**src/rtl/ssd_pkg.sv**
```systemverilog
// Shared types and constants for the seven-segment scan controller family.
package ssd_pkg;

    localparam int NUM_DIGITS = 8;

    typedef enum logic {
        ST_DRIVE = 1'b0,
        ST_BLANK = 1'b1
    } scan_state_e;

    // One full display image: nibbles, enables, decimal points, blink selects.
    typedef struct packed {
        logic [31:0] digits;
        logic [7:0]  en;
        logic [7:0]  dp;
        logic [7:0]  blink;
    } disp_content_t;

    // Active-low segment patterns, bit 6 = segment a ... bit 0 = segment g.
    localparam logic [6:0] HEX_0 = 7'b0000001;
    localparam logic [6:0] HEX_1 = 7'b1001111;
    localparam logic [6:0] HEX_2 = 7'b0010010;
    localparam logic [6:0] HEX_3 = 7'b0000110;
    localparam logic [6:0] HEX_4 = 7'b1001100;
    localparam logic [6:0] HEX_5 = 7'b0100100;
    localparam logic [6:0] HEX_6 = 7'b0100000;
    localparam logic [6:0] HEX_7 = 7'b0001111;
    localparam logic [6:0] HEX_8 = 7'b0000000;
    localparam logic [6:0] HEX_9 = 7'b0000100;
    localparam logic [6:0] HEX_A = 7'b0001000;
    localparam logic [6:0] HEX_B = 7'b1100000;
    localparam logic [6:0] HEX_C = 7'b0110001;
    localparam logic [6:0] HEX_D = 7'b1000010;
    localparam logic [6:0] HEX_E = 7'b0110000;
    localparam logic [6:0] HEX_F = 7'b0111000;

endpackage

```
**src/rtl/ssd_scan_controller_if.sv**
```systemverilog
// Content-load port of the scan controller, plus a read-only view of the scan FSM.
interface ssd_scan_controller_if;
    import ssd_pkg::*;

    // Requester raises load_req with stable data and holds both until it sees the
    // one-cycle load_ack; the controller acks only when its shadow register is free.
    logic        load_req;
    logic [31:0] digits_in;
    logic [7:0]  digit_en_in;
    logic [7:0]  dp_in;
    logic [7:0]  blink_mask_in;
    logic        load_ack;
    scan_state_e dbg_state;

    modport master (
        output load_req, digits_in, digit_en_in, dp_in, blink_mask_in,
        input  load_ack, dbg_state
    );

    modport slave (
        input  load_req, digits_in, digit_en_in, dp_in, blink_mask_in,
        output load_ack, dbg_state
    );

endinterface

```
**src/rtl/ssd_hex_decoder.sv**
```systemverilog
// Hex nibble to active-low seven-segment pattern ({a..g}, a in bit 6).
module ssd_hex_decoder
    import ssd_pkg::*;
(
    input  logic [3:0] hex_i,
    output logic [6:0] seg_o
);

    always_comb begin
        seg_o = HEX_F;
        case (hex_i)
            4'h0: seg_o = HEX_0;
            4'h1: seg_o = HEX_1;
            4'h2: seg_o = HEX_2;
            4'h3: seg_o = HEX_3;
            4'h4: seg_o = HEX_4;
            4'h5: seg_o = HEX_5;
            4'h6: seg_o = HEX_6;
            4'h7: seg_o = HEX_7;
            4'h8: seg_o = HEX_8;
            4'h9: seg_o = HEX_9;
            4'hA: seg_o = HEX_A;
            4'hB: seg_o = HEX_B;
            4'hC: seg_o = HEX_C;
            4'hD: seg_o = HEX_D;
            4'hE: seg_o = HEX_E;
            default: seg_o = HEX_F;
        endcase
    end

endmodule

```
**src/rtl/ssd_scan_controller.sv**
```systemverilog
// 8-digit multiplexed seven-segment driver with blanking, blink and tear-free loads.
// Optional macro SSD_DIMMING_EN adds a 3-bit brightness input (PWM within each DRIVE slot).
module ssd_scan_controller
    import ssd_pkg::*;
#(
    parameter int SCAN_DIV_W   = 18,
    parameter int BLANK_CYCLES = 64,
    parameter int BLINK_DIV_W  = 25
) (
    input  logic                    ClkPort,
    input  logic                    reset,
    ssd_scan_controller_if.slave    ld,
    input  logic                    blink_en,
`ifdef SSD_DIMMING_EN
    input  logic [2:0]              brightness,
`endif
    output logic [7:0]              An,
    output logic [6:0]              Cath,
    output logic                    Dp,
    output logic                    frame_start
);

    localparam int BLANK_W = (BLANK_CYCLES > 1) ? $clog2(BLANK_CYCLES) : 1;
    localparam logic [BLANK_W-1:0] BLANK_LAST = BLANK_W'(BLANK_CYCLES - 1);

    scan_state_e            state_q, state_d;
    logic [2:0]             idx_q, idx_d;
    logic [SCAN_DIV_W-1:0]  presc_q, presc_d;
    logic [BLANK_W-1:0]     blank_q, blank_d;
    logic [BLINK_DIV_W-1:0] blink_q;
    disp_content_t          active_q, pending_q, load_in;
    logic                   pend_full_q;
    logic                   commit, capture;
    logic                   load_ack_q;
    logic [7:0]             an_q, an_d;
    logic [6:0]             cath_q, cath_d, seg;
    logic                   dp_q, dp_d, fs_q, fs_d;
    logic                   lit, blink_dark, dim_on;

    assign load_in = {ld.digits_in, ld.digit_en_in, ld.dp_in, ld.blink_mask_in};
    // A commit always clears pending_full, so capture waits one cycle behind it.
    assign capture = ld.load_req && !pend_full_q;

    always_comb begin
        state_d = state_q;
        idx_d   = idx_q;
        presc_d = presc_q + 1'b1;
        blank_d = blank_q;
        commit  = 1'b0;
        case (state_q)
            ST_DRIVE: begin
                if (presc_q == '1) begin
                    state_d = ST_BLANK;
                    blank_d = '0;
                end
            end
            ST_BLANK: begin
                presc_d = '0;
                if (blank_q == BLANK_LAST) begin
                    state_d = ST_DRIVE;
                    idx_d   = idx_q + 3'd1;
                    blank_d = '0;
                    commit  = (idx_q == 3'd7) && pend_full_q;
                end else begin
                    blank_d = blank_q + 1'b1;
                end
            end
            default: state_d = ST_BLANK;
        endcase
    end

`ifdef SSD_DIMMING_EN
    assign dim_on = (presc_q[SCAN_DIV_W-1 -: 3] <= brightness);
`else
    assign dim_on = 1'b1;
`endif

    ssd_hex_decoder u_hex_decoder (
        .hex_i (active_q.digits[{idx_q, 2'b00} +: 4]),
        .seg_o (seg)
    );

    // A disabled or blinked-off digit still owns its slot, keeping frame timing fixed.
    assign blink_dark = blink_en && active_q.blink[idx_q] && blink_q[BLINK_DIV_W-1];
    assign lit        = (state_q == ST_DRIVE) && active_q.en[idx_q] && !blink_dark && dim_on;

    always_comb begin
        an_d   = 8'hFF;
        cath_d = 7'h7F;
        dp_d   = 1'b1;
        if (lit) begin
            an_d   = ~(8'b1 << idx_q);
            cath_d = seg;
            dp_d   = ~active_q.dp[idx_q];
        end
        fs_d = (state_q == ST_DRIVE) && (idx_q == 3'd0) && (presc_q == '0);
    end

    always_ff @(posedge ClkPort or posedge reset) begin
        if (reset) begin
            state_q     <= ST_BLANK;
            idx_q       <= 3'd7;
            presc_q     <= '0;
            blank_q     <= '0;
            blink_q     <= '0;
            active_q    <= '0;
            pending_q   <= '0;
            pend_full_q <= 1'b0;
            load_ack_q  <= 1'b0;
            an_q        <= 8'hFF;
            cath_q      <= 7'h7F;
            dp_q        <= 1'b1;
            fs_q        <= 1'b0;
        end else begin
            state_q    <= state_d;
            idx_q      <= idx_d;
            presc_q    <= presc_d;
            blank_q    <= blank_d;
            blink_q    <= blink_q + 1'b1;
            load_ack_q <= capture;
            if (commit) begin
                active_q    <= pending_q;
                pend_full_q <= 1'b0;
            end else if (capture) begin
                pending_q   <= load_in;
                pend_full_q <= 1'b1;
            end
            an_q   <= an_d;
            cath_q <= cath_d;
            dp_q   <= dp_d;
            fs_q   <= fs_d;
        end
    end

    assign An           = an_q;
    assign Cath         = cath_q;
    assign Dp           = dp_q;
    assign frame_start  = fs_q;
    assign ld.load_ack  = load_ack_q;
    assign ld.dbg_state = state_q;

endmodule

```
**src/flat_wrapper.sv**
```systemverilog
// flat-port wrapper written by rule: the top's interface ports become plain ports
module ssd_scan_controller_flat import ssd_pkg::*;
#(
    parameter int SCAN_DIV_W   = 18,
    parameter int BLANK_CYCLES = 64,
    parameter int BLINK_DIV_W  = 25
)
  (ClkPort, reset, blink_en, An, Cath, Dp, frame_start, ld_load_req, ld_digits_in, ld_digit_en_in, ld_dp_in, ld_blink_mask_in, ld_load_ack, ld_dbg_state);
  ssd_scan_controller_if ld_i ();
  input  logic ClkPort;
  input  logic reset;
  input  logic blink_en;
  output logic [7:0] An;
  output logic [6:0] Cath;
  output logic Dp;
  output logic frame_start;
  input wire logic [$bits(ld_i.load_req)-1:0] ld_load_req;
  input wire logic [$bits(ld_i.digits_in)-1:0] ld_digits_in;
  input wire logic [$bits(ld_i.digit_en_in)-1:0] ld_digit_en_in;
  input wire logic [$bits(ld_i.dp_in)-1:0] ld_dp_in;
  input wire logic [$bits(ld_i.blink_mask_in)-1:0] ld_blink_mask_in;
  output wire logic [$bits(ld_i.load_ack)-1:0] ld_load_ack;
  output wire logic [$bits(ld_i.dbg_state)-1:0] ld_dbg_state;
  assign ld_i.load_req = ld_load_req;
  assign ld_i.digits_in = ld_digits_in;
  assign ld_i.digit_en_in = ld_digit_en_in;
  assign ld_i.dp_in = ld_dp_in;
  assign ld_i.blink_mask_in = ld_blink_mask_in;
  assign ld_load_ack = ld_i.load_ack;
  assign ld_dbg_state = ld_i.dbg_state;
  ssd_scan_controller #(.SCAN_DIV_W(SCAN_DIV_W), .BLANK_CYCLES(BLANK_CYCLES), .BLINK_DIV_W(BLINK_DIV_W)) u_core (.ClkPort(ClkPort), .reset(reset), .ld(ld_i), .blink_en(blink_en), .An(An), .Cath(Cath), .Dp(Dp), .frame_start(frame_start));
endmodule
```
**config.mk**
```make
export PLATFORM = sky130hd
export DESIGN_NAME = ssd_scan_controller_flat
export DESIGN_NICKNAME = d
export VERILOG_FILES = /design/src/rtl/ssd_pkg.sv /design/src/rtl/ssd_scan_controller_if.sv /design/src/rtl/ssd_hex_decoder.sv /design/src/rtl/ssd_scan_controller.sv /design/src/flat_wrapper.sv
export SDC_FILE = /design/constraint.sdc
export NUM_CORES = 1
export LEC_CHECK = 0
export CORE_ASPECT_RATIO = 1.4
export CORE_MARGIN = 2
export CORE_UTILIZATION = 40
export DETAILED_ROUTE_END_ITERATION = 12
export GPL_ROUTABILITY_DRIVEN = 0
export PLACE_DENSITY = 0.59
export SLEW_MARGIN = 20
export SYNTH_ARGS = -nofsm -noshare
export SYNTH_HDL_FRONTEND = slang
export SYNTH_SLANG_ARGS = --single-unit
```
**constraint.sdc**
```tcl
create_clock -name ClkPort -period 8.16 [get_ports ClkPort]
set_clock_uncertainty 0.2 [all_clocks]
set_input_delay 1.224 -clock ClkPort [delete_from_list [all_inputs] [get_ports ClkPort]]
set_output_delay 1.224 -clock ClkPort [all_outputs]
set_load 0.01 [all_outputs]
```
# ---- Yosys cells after proc, flatten, opt, wreduce, memory -nomap -nowiden
# Memory sizes are Yosys's and may differ from the RTL's.
# Cells that the tools add are included.
dict set report op_classes {
  shifts 2
  reduce_logical 15
  mux 20
  n_addsub 4
  magnitude_cmp 1
  n_eq_ne 4
  n_bitwise 4
}
# op count
set op_table {}
lappend op_table {{32-bit by 6-bit variable part select with 4-bit output} 1}
lappend op_table {{25-bit by 1-bit adder with 25-bit output (second input constant)} 1}
lappend op_table {{18-bit by 1-bit adder with 18-bit output (second input constant)} 1}
lappend op_table {{18-bit equality test (second input constant)} 1}
lappend op_table {{18-bit logical NOT} 1}
lappend op_table {{18-bit 2-to-1 mux} 1}
lappend op_table {{6-bit 2-to-1 mux} 2}
lappend op_table {{6-bit case mux with 2 select lines} 1}
lappend op_table {{1-bit 2-to-1 mux} 10}
lappend op_table {{1-bit binary-select mux with 3-bit select} 3}
lappend op_table {{1-bit logical AND} 8}
lappend op_table {{8-bit 2-to-1 mux} 1}
lappend op_table {{8-bit NOT} 1}
lappend op_table {{1-bit by 3-bit left shift with 8-bit output (first input constant)} 1}
lappend op_table {{7-bit 2-to-1 mux} 1}
lappend op_table {{6-bit by 1-bit adder with 6-bit output (second input constant)} 1}
lappend op_table {{6-bit equality test (second input constant)} 1}
lappend op_table {{3-bit by 4-bit < comparator with 1-bit output (second input constant)} 1}
lappend op_table {{2-bit AND reduction} 2}
lappend op_table {{3-bit by 1-bit adder with 3-bit output (second input constant)} 1}
lappend op_table {{3-bit equality test (second input constant)} 1}
lappend op_table {{3-bit logical NOT} 1}
lappend op_table {{1-bit NOT} 3}
lappend op_table {{1-bit logical NOT} 2}
lappend op_table {{3 further kinds} 3}
dict set report word_totals {
  mem_count 1
  elab_cells 70
  output_inout_bits 19
  regBits 184
  rom_bits 112
}
# memory words word_bits read_ports rd_ports_with_merged_regs wr line
set memory_table {}
lappend memory_table {{(name not given)} 16 7 1 0 0 ssd_hex_decoder.sv:11} ;# case (hex_i)

# ---- Logic depth before layout (Yosys ltp)
dict set report logic_depth {
  depth_word 7
  ltp_mapped 10
}

# ---- By module
# Synthesis repeated with hierarchy kept, for this count alone.
dict set report hier_totals {
  hier_cells 595
  area_unflattened_um2 7985.2
}
# module cells_each seq_area_each_um2 area_per_inst_um2 n_inst
set by_module_without_submodules {}
lappend by_module_without_submodules {ssd_scan_controller 562 4629.4 7716.2 1}
lappend by_module_without_submodules {ssd_hex_decoder 33 0.0 269.0 1}

# ---- Worst setup path after synthesis
# No wires, ideal clock.
dict set report synth_timing {
  path_type {flip-flop to flip-flop}
  startpoint {reg u_core.idx_q[0]}
  endpoint {reg u_core.cath_q[6], in the netlist u_core.Cath[6]}
  setup_time_ps 81
  stages_incl_launch_ff 11
  path_buffers 2
  synth_period_minus_slack_ps 2657
  required_time_ps 7879
  setup_slack_ps 5503
  arrival_ps 2376
  path_cell_list {dfstp_2 -> buf_6 -> buf_6 -> mux4_2 -> nand2_1 -> and2_1 -> inv_1 -> ha_1 -> or3b_1 -> o21ai_1 -> o21ai_1}
}
dict set report synth_between {
  elab_chain_cells 7
  elab_cells_between_ends 12
  classes_between {shift: 1; mux: 5; reduce/logical: 5; memory: 1}
}
# element line
set synth_lines {}
lappend synth_lines {{start, declared} ssd_scan_controller.sv:27} ;# logic [2:0] idx_q, idx_d;
lappend synth_lines {{start signal, assigned} ssd_scan_controller.sv:116} ;# idx_q <= idx_d;
lappend synth_lines {{branches (longest 6 deep; another with memory 16 x 7 bit)} n/a}
lappend synth_lines {{7-bit 2-to-1 mux (*)} ssd_scan_controller.sv:91} ;# if (lit) begin
lappend synth_lines {{net u_core.cath_d[6]} ssd_scan_controller.sv:36} ;# logic [6:0] cath_q, cath_d, seg;
lappend synth_lines {{end signal, assigned} ssd_scan_controller.sv:129} ;# cath_q <= cath_d;
lappend synth_lines {{end, declared} ssd_scan_controller.sv:36}
# Mark *: on every way through the listed nets, which the timed path passes. The select of a mux whose other input is x is not followed.
# A chain may end at the register's enable or synchronous reset.

# ---- Final worst setup path
dict set report layout_timing {
  startpoint {reg u_core.state_q, in the netlist u_core.ld.dbg_state}
  endpoint {out ld_dbg_state}
}
# element line
set layout_rtl {}
lappend layout_rtl {{start, declared} ssd_scan_controller.sv:26} ;# scan_state_e state_q, state_d;
lappend layout_rtl {{start signal, assigned} ssd_scan_controller.sv:115} ;# state_q <= state_d;
lappend layout_rtl {{end, declared} flat_wrapper.sv:23} ;# output wire logic [$bits(ld_i.dbg_state)-1:0] ld_dbg_state;
# No word-level cell between the ends.

==> results.md <==
- Critical path required time: ~6700 ps
- Antenna-violating nets left: 0
- Max clock buf depth: 2
- Core area: about 20,000 um2
- WHS Endpoint: u_core.blink_q[10]
- Post-synthesis cell count: between 500 and 600
- Placement Rows: 61
- I/O Pins: 79
- Setup Buffers After CTS: 0
- Critical-path top delay cell: dfstp_2
- Die Wd: 123 um
- Unique masters post-synth: 48
- Synth Net Count: roughly 650
- Rel. slew slack: 33.9%
- Status: finished clean
- First-pass GRT wire length: between 20 and 25 mm
- Hpwl dp: between 9 and 10 mm
- Pwr Density: between 150 and 200 nW/um2
- FILL cells: 1,750
- Crit-path cells: clkdlybuf4s50_1
- Worst slew pin tran: 964 ps
- TritonCTS buffer count: 17
- Max-cap violations: 0
- Worst-path maximum fanout: 25
- Worst IR Drop VDD: ~0.12 mV
- Antenna diodes: 0
- Final count of pins violating max slew: 0
- #FFs+latches synth: between 150 and 200
- Nets: around 720
- Layout area overhead: 19.3%
- Post-detailed-route DRC marker count: 0
- Input/output buffers: 78
- CTS tree: yes
- Antenna violations before repair: 0
- Grt peak-use layer: met2
- Reg-to-reg slack, setup: between 4000 and 5000 ps
- Via density: approximately 5.0
- Worst stage delay on the critical path: about 840 ps
- Avg Cell Area, Syn: roughly 14 um2
- Worst Hold Class: flip-flop to flip-flop
- Iteration-0 DRC Markers: 264
- Cts hold-fix bufs: 0
- Final Hold Violating Endpoints: 0
- Final instance count without filler cells: ~910
- Met2 Use GR: 25.1%
- Crit Reg-Reg Endpoint: u_core.Cath[6]
- RSZ-0062 raised after global routing: false
- Die height: ~170 um
- Endpoints failing setup: 0
- Setup Crit Path Kind: flip-flop to output pin
- Grt met1 use: a little under a fifth
- CTS root buf: clkbuf_16
- Hold depth: 1
- Placed insts: a little under 900
- Post-route setup TNS: 0 ps
- Grt met3 use: under 10%
- Crit. End Element: output pin
- Critical path's top delay family: flip-flops
- CP bufs+invs: 1
- Vias in the first global route: a little under 5,000
- Share of cells above drive strength 1: ~22%
- Maximum clock rate: 301 MHz
- Period minus WS final: roughly 3300 ps
- Worst Path Arrival: 1900 ps
- Largest net degree at the start of global routing: between 100 and 150
- Type of origin of the critical path: flip-flop
- Htree depth: 4
- Final worst path period share: 40.7%
- Reg2reg start: u_core.idx_q[0]
- Synth Warn #: 0
- Reg2Reg Depth: 5
- Hold Path Origin: u_core.blink_q[10]
- DIE AREA: ~21,000 um2
- Seq/Total Area, Yosys: between 50% and 60%
- Clk_lat worst skew: roughly 420 ps
- Initial core utilization: 40.5%
- Gr usage total: between 10% and 20%
- Post-Route WL: between 10 and 15 mm
- Grt ovf: 0
- Cts repair resizes: 0
- Vias: roughly 4,600
- CTS Sinks: between 150 and 200
- P_leak: 4.26 nW
- Reg clk slew, reported paths: 70 ps
- Detailed Routing Iterations Pass 1: 4
- Wire per inst: roughly 16 um
- Mapped cell area: between 7000 and 8000 um2
-- synthesized netlist by cell type, drive strengths merged --
cell	instances	area (um2)
or2	4	25.0
dfrtp	164	4100
and2	2	12.5
and4	5	43.8
xor2	17	149
a41oi	1	16.3
o21ai	11	55.1
nand3	18	95.1
xnor2	24	210
ha	16	200
nand4	7	43.8
or3b	1	8.76
nor4b	2	17.5
buf	19	149
and3	7	43.8
mux4	14	315
a22o	1	8.76
clkbuf	3	11.3
a31oi	2	25.0
inv	15	56.3
mux2i	5	62.6
or3	2	12.5
dfstp	20	526
nor3	5	25.0
or2b	1	8.76
o211a	1	10.0
o221ai	3	45.0
mux2	116	1310
nor2	28	113
nor2b	3	18.8
nor4	4	31.3
a21oi	3	15.0
o21a	1	7.51
o211ai	2	25.0
nand2	41	154
a32o	1	10.0
-- metrics by stage --
step                hold slack, ps  setup WS (ps)  area [um2]  power [mW]  util (%)
floorplan                      241           1770        7970        1.02         -
global placement               257           4550        8940        1.06      45.4
detailed placement             257           4480        8940        1.07      45.4
CTS                            269           4800        9510        1.86      48.3
global route                   291           4680        9510        1.91      48.3
finish                         265           4840        9510        1.83      48.3
-- cell type report --
type | count | area [um2] | share of cell area (%)
Clock inverter | 11 | 97.6 | 1.03
Sequential cell | 184 | 4630 | 48.7
Clock buffer | 21 | 470 | 4.95
Timing Repair Buffer | 81 | 803 | 8.45
Tap cell | 252 | 315 | 3.32
Inverter | 15 | 61.3 | 0.645
Multi-Input combinational cell | 348 | 3130 | 32.9
-- how the worst max path moves through the flow --
stage                                   start              endpoint  slack (ps)  cells after the start
final                     u_core.ld.dbg_state          ld_dbg_state        4840                      1
after global routing                    reset   u_core.active_q[38]        4680                      3
after CTS                 u_core.ld.dbg_state          ld_dbg_state        4800                      1
after detailed placement                reset  u_core.pending_q[44]        4480                      3
after global placement                  reset  u_core.pending_q[47]        4550                      3
after floorplan                         reset    u_core.active_q[0]        1770                      1
-- layout by cell type (no fill, tap or decap), types with 3 or more instances in the layout --
master | netlist | layout
dfrtp_1 | 164 | 164
clkdlybuf4s50_1 | 0 | 78
mux2_1 | 58 | 58
mux2_2 | 56 | 56
nand2_1 | 41 | 41
nor2_1 | 27 | 27
xnor2_1 | 24 | 24
dfstp_2 | 20 | 20
nand3_1 | 17 | 17
xor2_1 | 17 | 17
clkbuf_16 | 0 | 17
ha_1 | 16 | 16
mux4_2 | 14 | 14
inv_1 | 12 | 11
nand4_1 | 7 | 7
and3_1 | 7 | 7
o21ai_1 | 7 | 7
nor3_1 | 5 | 5
and4_1 | 5 | 5
o21ai_0 | 4 | 4
mux2i_1 | 4 | 4
clkinvlp_4 | 0 | 4
clkinv_2 | 0 | 4
inv_2 | 3 | 3
nor4_1 | 3 | 3
a21oi_1 | 3 | 3
o221ai_2 | 3 | 3
clkbuf_8 | 0 | 3
buf_4 | 3 | 3
-- sequential cells by signal, summed over array words and instances (netlist names) --
signal / flops
u_core.ld.dbg_state: 1
u_core.Dp: 1
u_core.Cath: 7
u_core.presc_q: 18
u_core.idx_q: 3
u_core.active_q: 56
u_core.pending_q: 56
u_core.blink_q: 25
u_core.An: 8
u_core.blank_q: 6
u_core.pend_full_q: 1
u_core.frame_start: 1
u_core.ld.load_ack: 1
-- power by group --
part / internal (mW) / switching, mW / leakage (nW)
combinational: 0.0509 / 0.0299 / 1.63
sequential: 0.949 / 0.0184 / 2.36
clock: 0.444 / 0.340 / 0.271
total: 1.44 / 0.389 / 4.26
-- cell families (layout without fill, tap and decap cells) --
kind of cell | Yosys count | in the layout | synth area share, %
muxes | 135 | 135 | 21.2
buffers and inverters | 37 | 128 | 2.72
adders and majority gates | 16 | 16 | 2.51
DFF | 184 | 184 | 58.1
AOI/OAI and AO/OA | 26 | 26 | 2.73
and+or+nand+nor | 130 | 130 | 8.20
xor gates and xnor gates | 41 | 41 | 4.51
-- routing by layer --
metal | part of all wire [%] | vias to the layer above
met5 | 0 | -
met4 | 1.2 | 0
met3 | 3.5 | 11
met2 | 52 | 76
met1 | 44 | 2318
li1 | - | 2149
No activity file was read; power rests on OpenSTA's default activity.
